`config.mk`:
```
export PLATFORM = sky130hd
export DESIGN_NAME = johnson_sequence_decoder
export DESIGN_NICKNAME = d
export VERILOG_FILES = /design/src/rtl/johnson_pkg.sv /design/src/rtl/johnson_code_decode.sv /design/src/rtl/johnson_sequence_decoder.sv
export SDC_FILE = /design/constraint.sdc
export NUM_CORES = 1
export LEC_CHECK = 0
export BUFFER_PORTS_ARGS = -buffer_cell sky130_fd_sc_hd__buf_2
export CORE_ASPECT_RATIO = 0.6
export CORE_MARGIN = 2
export CORE_UTILIZATION = 55
export DETAILED_ROUTE_END_ITERATION = 8
export PLACE_DENSITY = 0.74
export SETUP_SLACK_MARGIN = 0.1
export SLEW_MARGIN = 20
export SYNTH_ARGS = -nofsm -noshare
export SYNTH_HDL_FRONTEND = slang
export SYNTH_SLANG_ARGS = --single-unit
```
`constraint.sdc`:
```
create_clock -name clk -period 4.04 [get_ports clk]
set_input_delay 0.404 -clock clk [delete_from_list [all_inputs] [get_ports clk]]
set_output_delay 0.404 -clock clk [all_outputs]
set_load 0.05 [all_outputs]
```
`src/rtl/johnson_pkg.sv`:
```
// Shared types and helpers for the Johnson-code sequence decoder.
package johnson_pkg;

    localparam int unsigned MAX_WIDTH = 16;

    // Reset/home code of the widest supported ring: MSB only set.
    localparam logic [MAX_WIDTH-1:0] RESET_CODE = {1'b1, {(MAX_WIDTH-1){1'b0}}};

    typedef enum logic {
        ACQUIRE = 1'b0,
        TRACK   = 1'b1
    } johnson_state_e;

    typedef enum logic [1:0] {
        HOLD = 2'd0,
        UP   = 2'd1,
        DOWN = 2'd2,
        SKIP = 2'd3
    } step_e;

    // Width of a ring index for a WIDTH-bit Johnson word (ring length 2*WIDTH).
    function automatic int unsigned idx_w(input int unsigned width);
        return $clog2(2 * width);
    endfunction

    // MSB-only code for a ring of the given width, right-aligned.
    function automatic logic [MAX_WIDTH-1:0] reset_code(input int unsigned width);
        return RESET_CODE >> (MAX_WIDTH - width);
    endfunction

endpackage

```
`src/rtl/johnson_code_decode.sv`:
```
// Combinational Johnson word to {legal, ring index} decoder.
module johnson_code_decode
    import johnson_pkg::*;
#(
    parameter int unsigned WIDTH = 4,
    localparam int unsigned IDX_W = idx_w(WIDTH)
) (
    input  logic [WIDTH-1:0] word,
    output logic             legal_c,
    output logic [IDX_W-1:0] index_c
);

    localparam int unsigned CNT_W = $clog2(WIDTH + 1);

    logic [WIDTH-1:0] inv;
    logic [CNT_W-1:0] ones;

    // MSB set: word must be ones-then-zeros; MSB clear: zeros-then-ones.
    always_comb begin
        inv  = ~word;
        ones = '0;
        for (int i = 0; i < int'(WIDTH); i++) begin
            ones = ones + CNT_W'(word[i]);
        end
        if (word[WIDTH-1]) begin
            legal_c = ((inv & (inv + WIDTH'(1))) == '0);
            index_c = IDX_W'(ones) - IDX_W'(1);
        end else begin
            legal_c = ((word & (word + WIDTH'(1))) == '0);
            index_c = IDX_W'(2 * WIDTH - 1) - IDX_W'(ones);
        end
    end

endmodule

```
`src/rtl/johnson_sequence_decoder.sv`:
```
// Johnson-code sampling decoder with step classifier, lock FSM and error counter.
module johnson_sequence_decoder
    import johnson_pkg::*;
#(
    parameter int unsigned WIDTH      = 4,
    parameter int unsigned LOCK_COUNT = 3,
    parameter int unsigned ERR_W      = 8,
    localparam int unsigned IDX_W     = idx_w(WIDTH)
) (
    input  logic             clk,
    input  logic             rst_n,
    input  logic             sample_en,
    input  logic [WIDTH-1:0] johnson_in,
    input  logic             err_clr,
    output logic [IDX_W-1:0] index,
    output logic             index_valid,
    output logic             dir_up,
    output logic             step_up,
    output logic             step_down,
    output logic             illegal_err,
    output logic             skip_err,
    output logic             locked,
    output logic             fault_sticky,
    output logic [ERR_W-1:0] err_count
);

    localparam int unsigned RING   = 2 * WIDTH;
    localparam int unsigned DIFF_W = IDX_W + 1;
    localparam int unsigned GOOD_W = 4;

    logic              legal_c;
    logic [IDX_W-1:0]  dec_index_c;
    logic [DIFF_W-1:0] diff_c;
    step_e             step_c;
    logic              err_event_c;

    johnson_state_e    state;
    logic [GOOD_W-1:0] good_cnt;

    johnson_code_decode #(
        .WIDTH (WIDTH)
    ) u_decode (
        .word    (johnson_in),
        .legal_c (legal_c),
        .index_c (dec_index_c)
    );

    // Ring distance from the stored index and step classification.
    always_comb begin
        if (DIFF_W'(dec_index_c) >= DIFF_W'(index)) begin
            diff_c = DIFF_W'(dec_index_c) - DIFF_W'(index);
        end else begin
            diff_c = DIFF_W'(dec_index_c) + DIFF_W'(RING) - DIFF_W'(index);
        end

        step_c = HOLD;
        if (index_valid) begin
            if (diff_c == DIFF_W'(1)) begin
                step_c = UP;
            end else if (diff_c == DIFF_W'(RING - 1)) begin
                step_c = DOWN;
            end else if (diff_c != '0) begin
                step_c = SKIP;
            end
        end

        err_event_c = sample_en && (!legal_c || (step_c == SKIP));
    end

    // Decode registers, step pulses and ACQUIRE/TRACK lock FSM.
    always_ff @(posedge clk or negedge rst_n) begin
        if (!rst_n) begin
            index       <= '0;
            index_valid <= 1'b0;
            dir_up      <= 1'b1;
            step_up     <= 1'b0;
            step_down   <= 1'b0;
            illegal_err <= 1'b0;
            skip_err    <= 1'b0;
            locked      <= 1'b0;
            state       <= ACQUIRE;
            good_cnt    <= '0;
        end else begin
            step_up     <= 1'b0;
            step_down   <= 1'b0;
            illegal_err <= 1'b0;
            skip_err    <= 1'b0;
            if (sample_en) begin
                if (!legal_c) begin
                    illegal_err <= 1'b1;
                    index_valid <= 1'b0;
                    state       <= ACQUIRE;
                    locked      <= 1'b0;
                    good_cnt    <= '0;
                end else begin
                    index       <= dec_index_c;
                    index_valid <= 1'b1;
                    unique case (step_c)
                        UP: begin
                            step_up <= 1'b1;
                            dir_up  <= 1'b1;
                        end
                        DOWN: begin
                            step_down <= 1'b1;
                            dir_up    <= 1'b0;
                        end
                        SKIP:    skip_err <= 1'b1;
                        default: ;
                    endcase
                    if (step_c == SKIP) begin
                        // The skipped-to sample is itself the first good one.
                        state    <= ACQUIRE;
                        locked   <= 1'b0;
                        good_cnt <= GOOD_W'(1);
                    end else if (state == ACQUIRE) begin
                        if (good_cnt + GOOD_W'(1) >= GOOD_W'(LOCK_COUNT)) begin
                            state    <= TRACK;
                            locked   <= 1'b1;
                            good_cnt <= '0;
                        end else begin
                            good_cnt <= good_cnt + GOOD_W'(1);
                        end
                    end
                end
            end
        end
    end

    // Saturating error counter and sticky fault flag; clear beats a new error.
    always_ff @(posedge clk or negedge rst_n) begin
        if (!rst_n) begin
            err_count    <= '0;
            fault_sticky <= 1'b0;
        end else if (err_clr) begin
            err_count    <= '0;
            fault_sticky <= 1'b0;
        end else if (err_event_c) begin
            fault_sticky <= 1'b1;
            if (err_count != {ERR_W{1'b1}}) begin
                err_count <= err_count + ERR_W'(1);
            end
        end
    end

endmodule

```
==> summary.md, run 1 <==
| Metric | Value |
|---|---|
| Status | `completed` |
| # port buffers | `26` |
| Crit end category | `flop` |
| Peak supply drop | `193 uV` |
| Detailed Place HPWL | `2.51 mm` |
| Leading area contributor after synthesis | `dfrtp_1` |
| Fraction of layout cells with a size suffix above 1 | `24.2%` |
| Die area | `3370 um2` |
| Setup slack after placement | `-0.115 ns` |
| Design Area, Final | `1840 um2` |
| Register area share after synthesis | `37.7%` |
| CTS tree | `done` |
| Initial antenna violation count | `0` |
| Gp weighted congestion | `0.907` |
| Synth Cell Area | `1600 um2` |
| Leak Pwr | `0.923 nW` |
| Final net count | `210` |
| Vias in the first global route | `1,167` |
| RSZ-0062 raised after global routing | `false` |
| CTS Hold Bufs | `0` |
| Max reg flops | `8` |
| Maxcap violations | `0` |
| I/O pins | `27` |
| XOR/XNOR share of the synthesized area | `1.64%` |
| Post-synth ARST share | `100%` |
| Worst EP arrival | `3.94 ns` |
| Clk sink count | `24` |
| Remaining routing DRC violations | `0` |
| Root Buffer | `clkbuf_8` |
| Total Routed Length | `3.29 mm` |
| Max-slew violations | `0` |
| DP Area | `1770 um2` |
| Largest net degree at the start of global routing | `25` |
| Total core area | `2820 um2` |
| Synth Area in Adders | `13.2%` |
| Worst Path Max Fanout | `7` |
| Initial Util | `56.8%` |
| Largest cells by area after synthesis | `dfrtp_1 (36%), ha_1 (9.4%), mux2_1 (5.6%)` |
| PwrDens | `516 nW/um2` |
| Max-slew headroom | `48.4%` |
| Worst setup margin | `0.246 ns` |
| Yosys cell types | `45` |
| Hold WS | `0.107 ns` |
| Max Fclk | `0.264 GHz` |
| Worst-margin pin slew | `0.769 ns` |
| Die width | `73.6 um` |
| Synth warnings | `0` |
| Worst Path Required | `4.19 ns` |
| DR pass1 iterations | `4` |
| Top FF cell, synth | `dfrtp_1` |
| Largest reg by FF count | `err_count` |
| Antenna Cells | `0` |
| First-pass GRT wire length | `5.41 mm` |
| Post-Syn Nets | `179` |
| Post-synthesis mux area share | `5.64%` |
| Clk Latency, worst-skew pair | `0.26 ns` |
| H-tree depth | `1` |
| Final core utilization | `65.2%` |
| Post-synth EDFFs | `0` |
| Number of placement rows | `15` |
| Syn avg cell area | `10.2 um2` |
| Simple-gate portion of the synthesized area | `14.5%` |
| Fillers | `251` |
| Synth top area share | `36.0%` |
| CTS clock-pin slew for the worst setup and hold paths | `0.08 ns` |
| Iter 0 DRT Violations | `58` |
| Min-Delay Path Class | `in2async` |
| Min cycle time layout | `3.79 ns` |
| Synth Register Bits | `24` |
| Most instantiated cells after synthesis | `dfrtp_1 (23), inv_1 (20), nor2_1 (14), ha_1 (12), mux2_1 (8)` |
| Clock Tree Buf Depth | `2` |
| DRT antenna net count | `0` |
| Via Count | `1,261` |
| Clock Skew | `0.00229 ns` |
| Final Hold Vio Count | `0` |
| Routed length per instance | `14.9 um` |
| Setup crit start kind | `primary input` |
| Compound-Gate Fraction of Synth Area | `20.8%` |
| Die Span Y | `45.8 um` |
| Largest family of logic cells by synthesized area | `compound AO/OA/AOI/OAI gates` |
| Largest regs | `err_count: 8 flops, good_cnt: 4 flops, index: 3 flops` |
| Most numerous cell in the Yosys netlist | `dfrtp_1` |
| Drt via density | `5.73` |
| Final period util | `93.9%` |
| Area Growth Syn to Fin | `15.0%` |
| Gate Count Post-Synth | `156` |
| CTS Buf Count | `3` |
| Gr ovfl total | `0` |
| Global-route usage over all layers | `21.5%` |
| Setup Crit Path Kind | `in2reg` |
| Finish-stage setup viols | `0` |
## what timing repair did
item                                    CTS  global route
endpoints found under the setup margin    0             8
setup buffers                             0             0
gates resized for setup                   0             3
## metal layers
layer / vias up / GRT usage (%) / share of wire (%)
met5: - / 0 / 0
met4: 0 / 4.36 / 0.97
li1: 612 / - / -
met3: 5 / 5.53 / 4.3
met1: 617 / 28.8 / 48
met2: 27 / 35.9 / 47
## worst paths after layout
kind                               start           end  slack, ns  cells past startpoint
min                                rst_n   good_cnt[2]       0.11                      1
min in group clk               sample_en   index_valid       0.41                      2
max reg2reg                     index[0]  err_count[4]       1.17                      9
max                        johnson_in[0]  err_count[4]       0.25                     15
max in group asynchronous          rst_n        dir_up       3.57                      1
min reg2reg                       dir_up        dir_up       0.50                      1
## area by class of cell
cell class | instances | area [um2] | share of cell area, %
sequential | 24 | 602 | 32.8
multi-input combinational | 108 | 898 | 48.9
clock buffer | 4 | 55.1 | 3.00
timing repair buffer | 30 | 164 | 8.92
tap | 34 | 42.5 | 2.32
inverter | 20 | 75.1 | 4.09
## power breakdown
group          internal (W)  total (W)  leakage [nW]  switching (W)
Combinational      0.000176   0.000486         0.576       0.000311
Clock             0.0000870   0.000161        0.0288      0.0000741
Sequential         0.000272   0.000301         0.318      0.0000293
## cells by family after synthesis
group / after synthesis
flops: 24
mux: 8
xor+xnor: 3
fa+ha+maj: 15
compound gates: 40
buf+inv: 24
simple gates: 42
## through the flow
stage	instances	power, W	setup TNS [ns]
floorplan	156	0.000657	0
global placement	216	0.000755	0
detailed placement	216	0.000774	-0.464
CTS	220	0.000940	0
global route	220	0.00101	0
finish	220	0.000948	0
## cells in the final DEF, fill, tap and decap left out, types with 3 or more instances in the layout
| cell | Yosys | routed |
|---|---|---|
| buf_2 | 0 | 26 |
| dfrtp_1 | 23 | 23 |
| inv_1 | 20 | 20 |
| nor2_1 | 14 | 14 |
| ha_1 | 12 | 12 |
| mux2_1 | 8 | 8 |
| a21oi_1 | 7 | 7 |
| nor2b_1 | 5 | 5 |
| o21ai_0 | 4 | 4 |
| nand3_1 | 4 | 4 |
| clkbuf_8 | 0 | 4 |
| nand3b_1 | 3 | 3 |
| a21boi_1 | 3 | 3 |
| nand2_1 | 3 | 3 |
| a211oi_1 | 3 | 3 |
| o211ai_1 | 3 | 3 |
| buf_4 | 0 | 3 |
## worst max-delay path: stages
cell      delay [ns]
buf_2           0.11
inv_1           0.07
ha_1            0.29
inv_1           0.06
fa_1            0.37
inv_1           0.07
ha_1            0.24
xnor2_1         0.17
fa_1            0.42
fa_2            0.37
a31o_1          0.22
and3_4          0.20
o31ai_4         0.44
a211oi_1        0.16
mux2_1          0.36
No activity file was read; power rests on OpenSTA's default activity.
==> run 2: changes to the inputs <==
--- a/config.mk
+++ b/config.mk
@@ -8,9 +8,9 @@
 export BUFFER_PORTS_ARGS = -buffer_cell sky130_fd_sc_hd__buf_2
 export CORE_ASPECT_RATIO = 0.6
 export CORE_MARGIN = 2
-export CORE_UTILIZATION = 55
+export CORE_UTILIZATION = 50
 export DETAILED_ROUTE_END_ITERATION = 8
-export PLACE_DENSITY = 0.74
+export PLACE_DENSITY = 0.68
 export SETUP_SLACK_MARGIN = 0.1
 export SLEW_MARGIN = 20
 export SYNTH_ARGS = -nofsm -noshare
==> run 2 against run 1 <==
Critical path depth increased by 1. Power up 5.5%. Sequential cell count did not move. Utilization shrank 1.7 points. Die area rose by 9.3%. Global-route usage fell by 2.0 points. Largest power group unchanged.
==> summary.md, run 2 (synthesis results as in run 1) <==
| Metric | Value |
|---|---|
| Total core area | `2970 um2` |
| Clk sink count | `24` |
| Area Growth Syn to Fin | `18.0%` |
| Root Buffer | `clkbuf_8` |
| Worst Path Max Fanout | `9` |
| Final Non-Filler Cells | `230` |
| CTS Buf Count | `3` |
| Setup crit start kind | `primary input` |
| Setup slack after placement | `-0.163 ns` |
| CTS clock-pin slew for the worst setup and hold paths | `0.08 ns` |
| Final net count | `212` |
| Global-route usage over all layers | `19.5%` |
| Maxcap violations | `0` |
| CTS Hold Bufs | `0` |
| Max Fclk | `0.260 GHz` |
| Largest net degree at the start of global routing | `25` |
| Placed cell count | `224` |
| H-tree depth | `1` |
| Remaining routing DRC violations | `0` |
| Drt via density | `5.37` |
| DP Area | `1780 um2` |
| Gr ovfl total | `0` |
| Initial antenna violation count | `0` |
| Design Area, Final | `1890 um2` |
| Max-slew violations | `0` |
| Hold WS | `0.118 ns` |
| Clock Tree Buf Depth | `2` |
| Clk Latency, worst-skew pair | `0.26 ns` |
| Leak Pwr | `0.943 nW` |
| Clock Skew | `0.00107 ns` |
| Die area | `3680 um2` |
| Worst-margin pin slew | `0.772 ns` |
| Setup Crit Path Kind | `in2reg` |
| Max reg flops | `8` |
| Gp weighted congestion | `0.894` |
| Crit end category | `flop` |
| Largest reg by FF count | `err_count` |
| First-pass GRT wire length | `5.44 mm` |
| Total power | `0.00100 W` |
| DR pass1 iterations | `4` |
| Worst Path Required | `4.19 ns` |
| Die Span Y | `47.8 um` |
| Max-slew headroom | `48.2%` |
| Min cycle time layout | `3.84 ns` |
| Via Count | `1,236` |
| Final period util | `95.1%` |
| Die width | `77.0 um` |
| Fraction of layout cells with a size suffix above 1 | `26.1%` |
| I/O pins | `27` |
| Total Routed Length | `3.32 mm` |
| Vias in the first global route | `1,186` |
| Iter 0 DRT Violations | `63` |
| PwrDens | `531 nW/um2` |
| Min-Delay Path Class | `in2async` |
| Final Hold Vio Count | `0` |
| Worst setup margin | `0.199 ns` |
| Commonest cells after routing, fill and taps aside | `buf_2 (26), dfrtp_1 (23), inv_1 (20), nor2_1 (14), ha_1 (12)` |
| Antenna Cells | `0` |
| RSZ-0062 raised after global routing | `false` |
| Number of placement rows | `15` |
| Detailed Place HPWL | `2.60 mm` |
| CTS tree | `done` |
| # port buffers | `26` |
| Peak supply drop | `294 uV` |
| Initial Util | `53.9%` |
| Largest regs | `err_count: 8 flops, good_cnt: 4 flops, index: 3 flops` |
| Routed length per instance | `14.4 um` |
| Status | `completed` |
| Worst EP arrival | `3.99 ns` |
| Finish-stage setup viols | `0` |
| Commonest non-fill, non-tap cell in the layout | `buf_2` |
| DRT antenna net count | `0` |
## run 2: path summary, 6_finish.rpt
check | start | end | slack, ns | cells past startpoint
max | johnson_in[1] | err_count[5] | 0.20 | 16
min | rst_n | index[0] | 0.12 | 1
max reg2reg | index[0] | err_count[5] | 1.12 | 10
min reg2reg | fault_sticky | fault_sticky | 0.50 | 1
max in group asynchronous | rst_n | dir_up | 3.55 | 1
min in group clk | sample_en | index_valid | 0.38 | 2
## run 2: critical path: stages
cell,delay (ns)
buf_2,0.10
inv_1,0.06
ha_1,0.28
inv_1,0.05
fa_1,0.35
inv_1,0.07
ha_1,0.26
xnor2_2,0.19
fa_1,0.43
fa_2,0.59
inv_1,0.08
a21boi_2,0.17
o31ai_4,0.06
buf_4,0.18
a2111oi_2,0.36
mux2_1,0.36
## run 2: layer usage
layer | share of wire (%) | vias up | track usage, %
li1 | - | 613 | -
met5 | 0 | - | 0
met1 | 50 | 602 | 24.8
met3 | 3.5 | 2 | 5.28
met4 | 0.75 | 0 | 5.00
met2 | 46 | 19 | 34.6
## run 2: what timing repair did
action	CTS	global route
endpoints found under the hold margin	0	0
setup buffers	0	2
gates resized for setup	0	4
setup endpoints to repair	0	13
## run 2: final cells by class
class / instances / area [um2]
clock buffer: 3 / 41.3
clock inverter: 1 / 30.0
fill: 267 / 1080
inverter: 20 / 75.1
multi-input combinational: 108 / 910
sequential: 24 / 602
tap: 42 / 52.6
timing repair buffer: 32 / 175
## run 2: per-stage QoR
stage	util [%]	setup TNS, ns
2_1_floorplan	-	0
3_3_place_gp	60.0	0
3_5_place_dp	60.0	-1.12
4_1_cts	62.4	0
5_1_grt	63.6	0
6_report	63.6	0
## run 2: where the power goes
part           switching, W  internal, W  total [W]  leakage, nW
combinational      0.000308     0.000183   0.000491        0.589
clock             0.0000757     0.000132   0.000208       0.0357
sequential        0.0000301     0.000271   0.000302        0.318
